### config.mk
export PLATFORM = sky130hd
export DESIGN_NAME = mult_ctrl
export DESIGN_NICKNAME = d
export VERILOG_FILES = /design/src/rtl/mult_pkg.sv /design/src/rtl/mult_ctrl.sv
export SDC_FILE = /design/constraint.sdc
export NUM_CORES = 1
export LEC_CHECK = 0
export BUFFER_PORTS_ARGS = -buffer_cell sky130_fd_sc_hd__buf_4
export CORE_AREA = 2 2 39 41
export CTS_CLUSTER_DIAMETER = 120
export DETAILED_ROUTE_END_ITERATION = 8
export DIE_AREA = 0 0 41 43
export HOLD_SLACK_MARGIN = 0.15
export SETUP_SLACK_MARGIN = 0.5
export SYNTH_ARGS = -nofsm -noshare
export SYNTH_HDL_FRONTEND = slang
export SYNTH_SLANG_ARGS = --single-unit
### constraint.sdc
create_clock -name Clk -period 1.6 [get_ports Clk]
set_clock_uncertainty 0.15 [all_clocks]
set_input_delay 0.08 -clock Clk [delete_from_list [all_inputs] [get_ports Clk]]
set_output_delay 0.08 -clock Clk [all_outputs]
set_load 0.01 [all_outputs]
### src/rtl/mult_pkg.sv
// mult_pkg: shared types and constants for the add-shift signed multiplier.
//
// Contents:
//   MULT_WIDTH : operand width, shared with the datapath top.
//   CNT_W      : iteration counter width for MULT_WIDTH.
//   state_t    : control FSM states (CLRA is only reachable when the
//                MULT_CTRL_AUTO_CLEAR_EN build macro is defined).
package mult_pkg;

  localparam int MULT_WIDTH = 8;
  localparam int CNT_W      = $clog2(MULT_WIDTH);

  typedef enum logic [2:0] {
    IDLE  = 3'd0,
    CLRA  = 3'd1,
    ADD   = 3'd2,
    SHIFT = 3'd3,
    HOLD  = 3'd4
  } state_t;

endpackage

### src/rtl/mult_ctrl.sv
// mult_ctrl: control unit for the add-shift signed multiplier.
//
// Sequences clear/load, conditional add (subtract on the last iteration)
// and arithmetic right shift over WIDTH iterations from one Run request.
// Only the multiplier LSB (M = B[0]) is visible here; operand values never are.
//
// Build macro: MULT_CTRL_AUTO_CLEAR_EN
//   defined   : IDLE + Run passes through a one-cycle CLRA state that pulses
//               ClrA_Only (clear A and X, keep B); latency 2*WIDTH+1.
//   undefined : no CLRA, no ClrA_Only port; A keeps the previous high byte
//               so consecutive runs accumulate. Latency 2*WIDTH.
//
// Ports:
//   Clk          in   system clock
//   Reset_n      in   asynchronous active-low reset
//   Run          in   start request (debounced level)
//   ClearA_LoadB in   clear A/X and load B from switches (IDLE only)
//   M            in   current multiplier LSB
//   Clr_Ld       out  clear A and X, load B with switch value
//   Ld_A         out  load A with adder result
//   Ld_X         out  load X with adder sign bit
//   Fn           out  adder function, 0 = add, 1 = subtract
//   Shift_En     out  shift X -> A -> B right by one
//   Busy         out  high in CLRA/ADD/SHIFT
//   Done         out  high in HOLD
//   ClrA_Only    out  clear A and X only (macro builds only)
//   dbg_state    out  current FSM state, for observation
//   dbg_cnt      out  current iteration count, for observation
//
// Handshake: Run is a level request. It is accepted on the first rising edge
// seen in IDLE; after that it is ignored until HOLD, which is left on the
// first edge with Run low, so holding Run high never auto-restarts.
module mult_ctrl
  import mult_pkg::*;
#(
  parameter int WIDTH = MULT_WIDTH
) (
  input  logic                       Clk,
  input  logic                       Reset_n,
  input  logic                       Run,
  input  logic                       ClearA_LoadB,
  input  logic                       M,
  output logic                       Clr_Ld,
  output logic                       Ld_A,
  output logic                       Ld_X,
  output logic                       Fn,
  output logic                       Shift_En,
  output logic                       Busy,
  output logic                       Done,
`ifdef MULT_CTRL_AUTO_CLEAR_EN
  output logic                       ClrA_Only,
`endif
  output state_t                     dbg_state,
  output logic [$clog2(WIDTH)-1:0]   dbg_cnt
);

  localparam int CW = $clog2(WIDTH);

  state_t        state, state_nxt;
  logic [CW-1:0] cnt, cnt_nxt;
  logic          last;

  assign last      = (cnt == CW'(WIDTH - 1));
  assign dbg_state = state;
  assign dbg_cnt   = cnt;

  always_ff @(posedge Clk or negedge Reset_n) begin
    if (!Reset_n) begin
      state <= IDLE;
      cnt   <= '0;
    end else begin
      state <= state_nxt;
      cnt   <= cnt_nxt;
    end
  end

  always_comb begin
    state_nxt = state;
    cnt_nxt   = cnt;
    Clr_Ld    = 1'b0;
    Ld_A      = 1'b0;
    Ld_X      = 1'b0;
    Fn        = 1'b0;
    Shift_En  = 1'b0;
    Busy      = 1'b0;
    Done      = 1'b0;
`ifdef MULT_CTRL_AUTO_CLEAR_EN
    ClrA_Only = 1'b0;
`endif
    unique case (state)
      IDLE: begin
        // Run wins over a simultaneous clear/load press.
        Clr_Ld = ClearA_LoadB & ~Run;
        if (Run) begin
          cnt_nxt   = '0;
`ifdef MULT_CTRL_AUTO_CLEAR_EN
          state_nxt = CLRA;
`else
          state_nxt = ADD;
`endif
        end
      end
      CLRA: begin
        Busy      = 1'b1;
`ifdef MULT_CTRL_AUTO_CLEAR_EN
        ClrA_Only = 1'b1;
`endif
        state_nxt = ADD;
      end
      ADD: begin
        // M=0 still spends the cycle here so latency is data-independent.
        // Subtract only on the sign-bit iteration, and only with a load, so
        // Fn is never asserted without Ld_A.
        Busy      = 1'b1;
        Ld_A      = M;
        Ld_X      = M;
        Fn        = M & last;
        state_nxt = SHIFT;
      end
      SHIFT: begin
        Busy     = 1'b1;
        Shift_En = 1'b1;
        // Exit before incrementing so cnt never wraps.
        if (last) begin
          state_nxt = HOLD;
        end else begin
          cnt_nxt   = cnt + CW'(1);
          state_nxt = ADD;
        end
      end
      HOLD: begin
        Done = 1'b1;
        if (!Run) state_nxt = IDLE;
      end
      default: begin
        state_nxt = IDLE;
      end
    endcase
  end

endmodule

### After elaboration in Yosys (flattened, before gate mapping)

Cells that the tools add are included.

* register bits: 6
* bits in latches: 0
* RAM bits: 0
* bits in read-only memories: 0
* word-level logic and storage cells: 32
* memories: 0

* add/sub/neg operators: 1
* multiply operators: 0
* div/mod/pow operators: 0
* magnitude comparators: 0
* equal/unequal tests: 8
* shift operators: 0
* muxes and demuxes: 13
* bitwise logic cells: 3
* reductions and logical operators: 5

Operators with widths (number)
* $mux W3: 5
* $pmux W3 S5: 1
* $eq A3 B2 Y1 const B: 2
* $eq A3 B3 Y1 const B: 2
* $mux W1: 6
* $ne A2 B2 Y1 const B: 3
* $pmux W3 S2: 1
* $add A3 B1 Y3 const B: 1
* $eq A3 B1 Y1 const B: 1
* $logic_not A3 Y1: 1
* $reduce_and A3 Y1: 1
* $reduce_or A3 Y1: 1
* $and A1 B1 Y1: 2
* $reduce_and A2 Y1: 1
* $reduce_bool A2 Y1: 1
* $not A1 Y1: 1

### Longest topological paths before layout

* depth in word-level cells: 3
* gate-level depth with buffers: 5

### Worst setup path after synthesis

Ideal clock, no wire load.

* kind: flip-flop to flip-flop
* start point: register cnt[0] (netlist: dbg_cnt[0])
* end point: register cnt[0] (netlist: dbg_cnt[0])
* setup time: 125 ps
* arrival time: 1484 ps
* path slack: -159 ps
* cell stages (with the launch flop): 6
* buffers on the path: 0
* period minus slack after synthesis: 1759 ps
* path through: dfrtp_1 > ha_1 > ha_1 > and4bb_4 > a31oi_2 > mux2_4

* word-level cells in the longest chain between the ends: 3
* elaborated cells between the ends (all ways): 6
* those cells by class: 1 x add/sub; 2 x eq/ne; 2 x mux; 1 x reduce/logical

RTL lines
* start, declared: RTL line mult_ctrl.sv:60 `logic [CW-1:0] cnt, cnt_nxt;`
* start signal, assigned: RTL line mult_ctrl.sv:73 `cnt <= cnt_nxt;`
* $add A3 B1 Y3 / $eq A3 B3 Y1 (equally long branches): RTL line mult_ctrl.sv:127, mult_ctrl.sv:63
* $mux W3 / $ne A2 B2 Y1 (equally long branches)
* $pmux W3 S2 / $reduce_and A3 Y1 (equally long branches)

Several ways; a longest one is shown, not always the timed one. The select of a mux whose other input is x is not followed.
A chain may end at the register's enable or synchronous reset.

### Worst setup path in the final report

* start point: register cnt[1] (netlist: dbg_cnt[1])
* end point: register cnt[0] (netlist: dbg_cnt[0])

* word-level cells in the longest chain between the ends: 3

RTL lines
* $eq A3 B3 Y1: RTL line mult_ctrl.sv:63 `assign last = (cnt == CW'(WIDTH - 1));`
* $ne A2 B2 Y1 (no source line)
* $reduce_and A3 Y1 (no source line)

No other way between the ends.

==> impl_metrics.ini <==
[cts]
cts.sinks = 6
root_buffer = clkbuf_4
clock_latency_ns = 0.25
clock_path_buffers = 2
numCtsBuffers = 3
htree_levels = 1
cts_hold_buf = 2
cts_tree = yes
cts.clk_slew.worst_paths_ns = 0.05

[detailed_routing]
wl_per_cell_um = 13.5
wl_um = 1190
vias = 396
drtIter0Drc = 5
dr.pass1.iters = 2
drc = 0
ant_nets = 0
post_drt_via_cell_ratio = 4.50

[layout]
syn_to_final_growth_pct = 159
fin_util_pct = 59.9
finalNonFillerCells = 88
design_area_um2 = 830
n_fill_cell = 110
nets = 80
seq_area_um2 = 155
drive_above_1_share_pct = 83.3
diodes = 0
multi_input_area_um2 = 225

[global_routing]
grt_pass1_wl_um = 1760
antenna_found_initial = 0
grt_max_degree = 8
track_usage_pct = 15.6
grt_pass1_vias = 404
grt-ovfl-total = 0

[placed_design]
dp_hpwl_um = 635
dpl_cell_area_um2 = 517
routabilityCongestion = 0.616
port_buffers = 17
pre_cts_ws_ns = -0.0173
placed_cells = 63

[timing]
setup_viol = 2
fin_setup_tns_ns = -0.0348
setup_ws_ns = -0.0252
fin_crit_sh_pct = 102
finalHoldViolations = 1
holdWs_ns = -0.0211
worstMarginPinSlew_ns = 0.220
max_freq_ghz = 0.615
relSlewSlack_pct = 85.2
rsz0062_at_grt = yes
finalMaxSlewViolations = 0
period_minus_slack_ns = 1.63

[yosys]
yosysSeqAreaShare_pct = 46.9
netlist_instances = 27
synth_area_leaders = dfrtp_1 (47%), a22o_1 (8.2%), ha_1 (7.8%)
syn-num-nets = 34
synth-seq-cells = 6
synth_top_area_share_pct = 46.9
syn-mean-instance-area_um2 = 11.9
ys_types = 15
yosys.area.top_type = dfrtp_1
syn_area_um2 = 320
synth_warnings = 0

[setup_path]
crit_slowest_cell = dfrtp_1
crit_start = dbg_cnt[1]
cp_data_arrival_time_ns = 1.61
cp.depth = 5
worstPathMaxFanout = 3
reg2reg_to = dbg_cnt[0]
slowest_delay_ns = 0.39
reg2regPathDepth = 5
cp-start-kind = flop
cp_top_family = flip-flops
reg2reg_slack_ns = -0.03
r2r_start = dbg_cnt[1]
crit_buf_inv = 0
critical_path_class = reg2reg
worstPathCellList = ha_2 -> ha_4 -> and4bb_4 -> a31oi_4 -> mux2_4
critPathCaptureType = flop
critPathCapture = dbg_cnt[0]
cp.required_ns = 1.58

[status]
violations = negative hold slack, negative setup slack
outcome = complete, but fails checks

[pwr]
total_power_mw = 1.67
ir_drop_mv = 1.04
powerDensity_nw_per_um2 = 2010
power_leakage_nw = 0.389

[run]
cap_violations = 0

[die]
rows = 14
io_pins = 18
die_w_um = 41
core_um2 = 1380
die_area_um2 = 1760
start_util_pct = 23.1
die_h_um = 43

[min_path]
hold_path.class = in2reg
[where the power goes]
part / leakage (nW) / total (mW) / internal, mW / switching (mW)
Combinational: 0.307 / 1.19 / 0.787 / 0.399
Clock: 0.0150 / 0.157 / 0.0950 / 0.0619
Sequential: 0.0671 / 0.327 / 0.228 / 0.0991
Total: 0.389 / 1.67 / 1.11 / 0.560
[routing by layer]
layer / up-vias / global-route usage [%] / share of wire [%]
met5: - / 0 / 0
met3: 0 / 5.24 / 6.8
met1: 186 / 15.8 / 40
met2: 18 / 26.3 / 53
li1: 192 / - / -
met4: 0 / 8.00 / 0
[how the worst min path moves through the flow]
stage,slack [ns],cells after the start,startpoint,endpoint
floorplan,-0.37,0,Reset_n,dbg_cnt[0]
global placement,-0.26,1,Reset_n,dbg_cnt[1]
detailed placement,-0.26,1,Reset_n,dbg_cnt[2]
CTS,-0.03,2,Run,dbg_state[2]
global route,-0.03,2,Run,dbg_state[2]
finish,-0.02,2,Run,dbg_state[2]
[what timing repair did]
action,4_1_cts,5_1_grt
gates resized for setup,27,4
setup buffers,17,2
hold endpoints to repair,10,4
cloned,0,0
pin swaps,7,6
endpoints found under the setup margin,15,18
[flip-flops by register name, indices dropped and copies added, names as in the netlist]
register,flops
dbg_state,3
dbg_cnt,3
[logic make-up after synthesis]
family	after synthesis	synth area share [%]
simple gates	11	22.3
flops	6	46.9
compound gates	5	14.8
buf+inv	2	3.52
fa+ha+maj	2	7.81
mux	1	4.69
[worst register-to-register path, cell delays in order (launching register included)]
cell and delay, ns:
dfrtp_1 0.39, ha_2 0.19, ha_4 0.15, and4bb_4 0.31
a31oi_4 0.05, mux2_4 0.26
[cell type report]
type / instances / share of cell area [%]
inverter: 1 / 0.452
tap: 16 / 2.41
multi-input combinational: 19 / 27.1
clock buffer: 4 / 3.17
sequential: 6 / 18.7
timing repair buffer: 42 / 48.1
[synthesized netlist by cell type, drive strengths merged]
master,n
dfrtp,6
a22o,3
and3,3
nor2,3
ha,2
nor3,2
a311oi,1
a31oi,1
and2,1
and4bb,1
buf,1
inv,1
mux2,1
nor3b,1
[layout by cell type (no fill, tap or decap)]
cell and count:
a311oi_1 1, dfrtp_2 4, inv_2 1, nor3_4 1
a22o_1 3, ha_2 1, buf_4 19, buf_6 21
nor2_1 2, ha_4 1, dlygate4sd3_1 2, nor2_4 1
clkbuf_1 1, clkbuf_4 3, and2_4 1, and4bb_4 1
and3_2 1, and3_4 2, mux2_4 1, nor3_1 1
a31oi_4 1, dfrtp_1 2, nor3b_4 1
Note: power is estimated with default switching activity, not from simulation.
